`config.mk`:
```
export PLATFORM = sky130hd
export DESIGN_NAME = nibble_parity_rx_flat
export DESIGN_NICKNAME = d
export VERILOG_FILES = /design/src/rtl/nibble_parity_rx_if.sv /design/src/rtl/nibble_parity_rx.sv /design/src/flat_wrapper.sv
export SDC_FILE = /design/constraint.sdc
export NUM_CORES = 1
export LEC_CHECK = 0
export ABC_AREA = 1
export ABC_CLOCK_PERIOD_IN_PS = 1720
export BUFFER_PORTS_ARGS = -buffer_cell sky130_fd_sc_hd__buf_2
export CAP_MARGIN = 25
export CORE_MARGIN = 2
export CORE_UTILIZATION = 30
export CTS_BUF_LIST = sky130_fd_sc_hd__clkbuf_16
export CTS_CLUSTER_DIAMETER = 60
export DETAILED_ROUTE_END_ITERATION = 7
export GPL_ROUTABILITY_DRIVEN = 0
export GPL_TIMING_DRIVEN = 0
export PLACE_DENSITY = 0.49
export SETUP_SLACK_MARGIN = 0.2
export SYNTH_ARGS = -nofsm -noshare
export SYNTH_HDL_FRONTEND = slang
export SYNTH_SLANG_ARGS = --single-unit
export TNS_END_PERCENT = 10
```
`constraint.sdc`:
```
create_clock -name clk -period 1.72 [get_ports clk]
set_input_delay 0.086 -clock clk [delete_from_list [all_inputs] [get_ports clk]]
set_output_delay 0.086 -clock clk [all_outputs]
set_load 0.01 [all_outputs]
```
`src/rtl/nibble_parity_rx_if.sv`:
```
// Serial-line bundle between the nibble receiver and its consumer.
// master drives the line; slave (the receiver) reports frames.
interface nibble_parity_rx_if;
  logic       in;
  logic       done;
  logic [3:0] data;
  logic       perr;
  logic [7:0] err_count;

  modport master (
    output in,
    input  done,
    input  data,
    input  perr,
    input  err_count
  );

  modport slave (
    input  in,
    output done,
    output data,
    output perr,
    output err_count
  );
endinterface

```
`src/rtl/nibble_parity_rx.sv`:
```
// Framed nibble receiver: start, 4 data (MSB first), odd parity, stop.
// NIBBLE_PARITY_RX_ERR_COUNT_EN enables the saturating parity-error count.
module nibble_parity_rx (
  input  logic               clk,
  input  logic               resetn,
  nibble_parity_rx_if.slave  bus
);

  typedef enum logic [2:0] {
    S_IDLE,
    S_DATA,
    S_PARITY,
    S_STOP,
    S_DONE,
    S_WAIT
  } state_t;

  state_t     state_q, state_d;
  logic [1:0] idx_q, idx_d;
  logic [3:0] shreg_q, shreg_d;
  logic       par_q, par_d;
  logic       done_q, done_d;
  logic [3:0] data_q, data_d;
  logic       perr_q, perr_d;
  logic       exp_par;

  // parity bit the downstream stage computes for the shifted nibble
  assign exp_par = ~(^shreg_q);

  // frame sequencing and next-value computation for registered outputs
  always_comb begin
    state_d = state_q;
    idx_d   = idx_q;
    shreg_d = shreg_q;
    par_d   = par_q;
    done_d  = 1'b0;
    data_d  = data_q;
    perr_d  = perr_q;
    unique case (state_q)
      S_IDLE: begin
        if (!bus.in) begin
          state_d = S_DATA;
          idx_d   = 2'd0;
        end
      end
      S_DATA: begin
        shreg_d = {shreg_q[2:0], bus.in};
        idx_d   = idx_q + 2'd1;
        if (idx_q == 2'd3) begin
          state_d = S_PARITY;
        end
      end
      S_PARITY: begin
        par_d   = bus.in;
        state_d = S_STOP;
      end
      S_STOP: begin
        if (bus.in) begin
          state_d = S_DONE;
          done_d  = 1'b1;
          data_d  = shreg_q;
          perr_d  = (par_q != exp_par);
        end else begin
          state_d = S_WAIT;
        end
      end
      S_DONE: begin
        if (!bus.in) begin
          state_d = S_DATA;
          idx_d   = 2'd0;
        end else begin
          state_d = S_IDLE;
        end
      end
      S_WAIT: begin
        if (bus.in) begin
          state_d = S_IDLE;
        end
      end
      default: begin
        state_d = S_IDLE;
      end
    endcase
  end

  // state and output registers
  always_ff @(posedge clk or negedge resetn) begin
    if (!resetn) begin
      state_q <= S_IDLE;
      idx_q   <= 2'd0;
      shreg_q <= 4'h0;
      par_q   <= 1'b0;
      done_q  <= 1'b0;
      data_q  <= 4'h0;
      perr_q  <= 1'b0;
    end else begin
      state_q <= state_d;
      idx_q   <= idx_d;
      shreg_q <= shreg_d;
      par_q   <= par_d;
      done_q  <= done_d;
      data_q  <= data_d;
      perr_q  <= perr_d;
    end
  end

  assign bus.done = done_q;
  assign bus.data = data_q;
  assign bus.perr = perr_q;

`ifdef NIBBLE_PARITY_RX_ERR_COUNT_EN
  logic [7:0] cnt_q, cnt_d;

  // count reported parity errors, sticking at all-ones
  always_comb begin
    cnt_d = cnt_q;
    if (done_d && perr_d && (cnt_q != 8'hFF)) begin
      cnt_d = cnt_q + 8'd1;
    end
  end

  // error counter register
  always_ff @(posedge clk or negedge resetn) begin
    if (!resetn) begin
      cnt_q <= 8'h00;
    end else begin
      cnt_q <= cnt_d;
    end
  end

  assign bus.err_count = cnt_q;
`else
  assign bus.err_count = 8'h00;
`endif

  a_done_pulse: assert property (
    @(posedge clk) disable iff (!resetn)
    done_q |=> !done_q
  );

endmodule

```
`src/flat_wrapper.sv`:
```
// flat-port wrapper written by rule: the top's interface ports become plain ports
module nibble_parity_rx_flat 
  (clk, resetn, bus_in, bus_done, bus_data, bus_perr, bus_err_count);
  nibble_parity_rx_if bus_i ();
  input  logic clk;
  input  logic resetn;
  input wire logic [$bits(bus_i.in)-1:0] bus_in;
  output wire logic [$bits(bus_i.done)-1:0] bus_done;
  output wire logic [$bits(bus_i.data)-1:0] bus_data;
  output wire logic [$bits(bus_i.perr)-1:0] bus_perr;
  output wire logic [$bits(bus_i.err_count)-1:0] bus_err_count;
  assign bus_i.in = bus_in;
  assign bus_done = bus_i.done;
  assign bus_data = bus_i.data;
  assign bus_perr = bus_i.perr;
  assign bus_err_count = bus_i.err_count;
  nibble_parity_rx u_core (.clk(clk), .resetn(resetn), .bus(bus_i));
endmodule
```
**Word-level counts from Yosys, hierarchy flattened**

Cells that the tools add are included.

- Add/subtract/negate cells: 1
- Eq/ne operators: 11
- Muxes and demuxes: 10
- Bitwise logic cells: 1
- Reductions and logical operators: 7

Operators with widths:

| operator | number |
|---|---|
| 3-bit one-hot mux with 6 select lines | 1 |
| 3-bit two-way mux | 3 |
| 3-bit by 2-bit == test with 1-bit output, second input constant | 2 |
| 3-bit == test, second input constant | 2 |
| 2-bit != test, second input constant | 3 |
| 1-bit two-way mux | 4 |
| 2-bit one-hot mux with 2 select lines | 1 |
| 2-bit AND reduction | 2 |
| 4-bit parity | 1 |
| 3-bit by 1-bit == test with 1-bit output, second input constant | 1 |
| 3-bit zero test | 1 |
| 3-bit AND reduction | 1 |
| 2-bit by 1-bit adder with 2-bit output, second input constant | 1 |
| 2-bit == test, second input constant | 1 |
| 2-bit two-way mux | 1 |
| 2-bit by 1-bit != test with 1-bit output, second input constant | 1 |
| 2-bit nonzero test | 1 |
| 2-bit OR reduction | 1 |
| 1-bit != test | 1 |
| 1-bit NOT | 1 |

- Register bits: 16
- Output and inout bits: 14

**Longest topological paths before layout**

- Depth in word-level cells: 4
- Mapped depth: 7
- Depth with buffers taken out: 7

**Least setup slack after synthesis**

OpenSTA, ideal clock, no wires.

- Kind: reg2reg
- Start point: reg u_core.state_q[0]
- End point: reg u_core.idx_q[1]
- Library setup time: 0.126 ns
- Arrival time: 0.889 ns
- Setup slack: 0.705 ns
- Stages on the path, launching flop included: 6
- Buffers on the path: 1
- Period minus slack after synthesis: 1.015 ns
- Cells stage by stage: dfrtp_1 > nand3_1 > buf_2 > o21ai_2 > nand3_1 > o21ai_0

- Word-level cells in the longest chain between the ends: 4
- Elaborated cells between the ends (all ways): 8
- Those cells by class: eq/ne: 3; mux: 1; reduce/logical: 4

RTL lines:

| what | line | text |
|---|---|---|
| start, declared | nibble_parity_rx.sv:18 | `state_t state_q, state_d;` |
| start signal, assigned | nibble_parity_rx.sv:97 | `state_q <= state_d;` |
| 3-bit == test / 3-bit zero test (equally long branches) | nibble_parity_rx.sv:39 | `unique case (state_q)` |
| 2-bit OR reduction (no source line) | -- |  |
| 2-bit != test (no source line) / 2-bit nonzero test (equally long branches) | -- |  |
| 2-bit AND reduction (no source line) | -- |  |
| end signal, assigned | nibble_parity_rx.sv:98 | `idx_q <= idx_d;` |
| end, declared | nibble_parity_rx.sv:19 | `logic [1:0] idx_q, idx_d;` |

Parallel ways exist; a longest one is shown, timed or not.
A chain may end at the register's enable or synchronous reset.

**Final worst setup path**

Same ends and word-level chain as after synthesis.

==> run metrics <==
netlist area before placement 816 µm²; overall die area 0.00315 mm²; number of detailed-route iterations in the first pass 4; portion of the post-synthesis area used by sequential elements 49.1%; Hold Path Cell Cnt 2; die extent in y 56.1 µm; Worst Min Path Start bus_in; number of antenna violations at the first check in global routing 0; final critical-path share of the clock period 69.0%; final critical path time including I/O delays and setup 1.19 ns; number of global-route vias before repair 589; worst-case register-to-register setup slack 0.53 ns; CTS tree done; Slew Viols, Final 0; distinct cell type count after synthesis 19; count of endpoints failing setup in the final report 0; maximum clock skew at final layout 0.00214 ns; remaining global-route overflow 0; initial DRC count 24; stage delay of the slowest cell on the critical path 0.44 ns; endpoint kind of the worst setup timing path flop; Critical Path Source u_core.state_q[0]; total number of nets in the final design 123; RSZ-0062 raised after global routing no; instance count of the mapped netlist 98; CTS clk-pin slew, worst paths 0.05 ns; HP Class primary input to flop; core box area 0.00252 mm²; H-tree levels 1; type of origin of the critical path flop; Slowest cell on crit path dfrtp_1; vias after detailed routing 635; cell repeated most along the worst path nand3_1; Setup TNS Final 0 ns; Worst Hold Endpoint u_core.state_q[2]; number of nets with antenna violations after detailed routing 0; Routed wire per std cell 9.84 µm; number of register bits inferred by synthesis 16; number of buffers inserted by post-CTS setup repair 0; worst reg2reg path depth 5; top fanout value on the critical path 10; CTS hold repair buffers 1; peak ir drop on the vdd network 0.00110 V; row cnt 18; CP Class flop to flop; detailed placer's ending HPWL 1090 µm; power density normalized to cell area 1740 mW/mm²; wirelength, routed 1450 µm; number of maximum-capacitance violations 0; endpoint of the worst-slack reg-to-reg timing path u_core.idx_q[1]; outcome finished clean; Syn. warnings 0; WP data required 1.83 ns; width of the die 56.1 µm; chain of cells forming the critical path nand3_1 > buf_2 > o21ai_2 > nand3_1 > o21ai_0; Max Clk Rate 0.843 GHz; cells resized by post-CTS repair 0; CTS buffer count 3; drc violations 0; clock insertion delay at the later pin of the skew report 0.24 ns; Top-Level Pins 17; Worst R2R Start u_core.state_q[0]; GRT Total Usage 10.2%; pin count of the biggest net entering global routing 17; count of clock tree sinks 16; number of input and output port buffers inserted 8; via-per-instance ratio 4.32; data arrival time of the critical path 1.30 ns; Clk Tree Root Cell clkbuf_16; layout overhead on the synthesized area 23.2%; Avg Synthesized Cell Area 8.32 µm²; clock buffer depth 2; Final Util 39.8%; Static Leakage 0.528 nW; final hold vios 0; diode insertion count for antenna repair 0; Starting Density 32.3%; wire length of the first global-routing pass 2530 µm; fraction of final layout cells sized beyond drive strength 1 20.5%
-- flip-flops by register name, summed over array words and instances, names as in the netlist --
register	cells
u_core.bus.perr	1
u_core.state_q	3
u_core.bus.done	1
u_core.bus.data	4
u_core.par_q	1
u_core.idx_q	2
u_core.shreg_q	4
-- Yosys cell counts (all sizes together) --
library cell / number / area, µm²
a21oi: 1 / 5.00
buf: 9 / 65.1
conb: 1 / 3.75
dfrtp: 16 / 400
ha: 1 / 12.5
inv: 13 / 48.8
nand2: 23 / 86.3
nand3: 11 / 60.1
nand3b: 1 / 7.51
nor2: 3 / 18.8
o21ai: 16 / 83.8
or2: 1 / 6.26
xnor2: 1 / 8.76
xor2: 1 / 8.76
-- cell type report --
cell class                 count  area (µm²)
fill                         260        1520
sequential                    16         400
multi-input combinational     67         328
clock buffer                   3        75.1
buffer                         9        65.1
timing repair buffer           9        50.0
inverter                      13        48.8
tap                           30        37.5
-- critical path, delay by kind of cell (launching register included) --
kind | cells | cell delay [ns]
simple gates | 2 | 0.21
compound gates | 2 | 0.19
flops | 1 | 0.44
buf+inv | 1 | 0.22
-- stage by stage --
step                instances  instance area (µm²)  setup WS [ns]  power, mW  hold slack, ns
floorplan                 105                  842          0.705       1.14          -0.210
global placement          143                  920          0.595       1.29          0.0239
detailed placement        143                  920          0.554       1.32          0.0308
CTS                       147                 1000          0.542       1.77           0.103
global route              147                 1000          0.420       1.90           0.118
finish                    147                 1000          0.534       1.75           0.100
-- where the power goes --
part | leakage [nW] | internal, mW | switching [mW]
Sequential | 0.204 | 0.534 | 0.123
Combinational | 0.287 | 0.265 | 0.386
Clock | 0.0370 | 0.305 | 0.136
-- cell families (layout without fill, tap and decap cells) --
| family | count (synthesis) | after routing | synth area share, % |
|---|---|---|---|
| DFF | 16 | 16 | 49.1 |
| adders and majority gates | 1 | 1 | 1.53 |
| and+or+nand+nor | 39 | 39 | 21.9 |
| AOI/OAI and AO/OA | 17 | 17 | 10.9 |
| other | 1 | 8 | 0.460 |
| xor gates and xnor gates | 2 | 2 | 2.15 |
| buffers and inverters | 22 | 34 | 14.0 |
-- how the worst max path moves through the flow --
stage | slack (ns) | end
2_1_floorplan | 0.70 | u_core.idx_q[1]
3_3_place_gp | 0.59 | u_core.idx_q[1]
3_5_place_dp | 0.55 | u_core.idx_q[1]
4_1_cts | 0.54 | u_core.idx_q[1]
5_1_grt | 0.42 | u_core.idx_q[1]
6_report | 0.53 | u_core.idx_q[1]
-- layout by cell type (no fill, tap or decap), drive strengths merged --
cell	n
xnor2	1
inv	13
dfrtp	16
nand3	11
conb	8
a21oi	1
or2	1
nand2	23
o21ai	16
nor2	3
ha	1
xor2	1
clkbuf	3
buf	17
nand3b	1
dlygate4sd3	1
-- layer usage --
metal	GRT usage [%]	routed length (µm)
met5	0	0
met4	2.04	0
met3	4.19	65
met2	17.3	684
met1	12.0	698
Note: power is estimated with default switching activity, not from simulation.
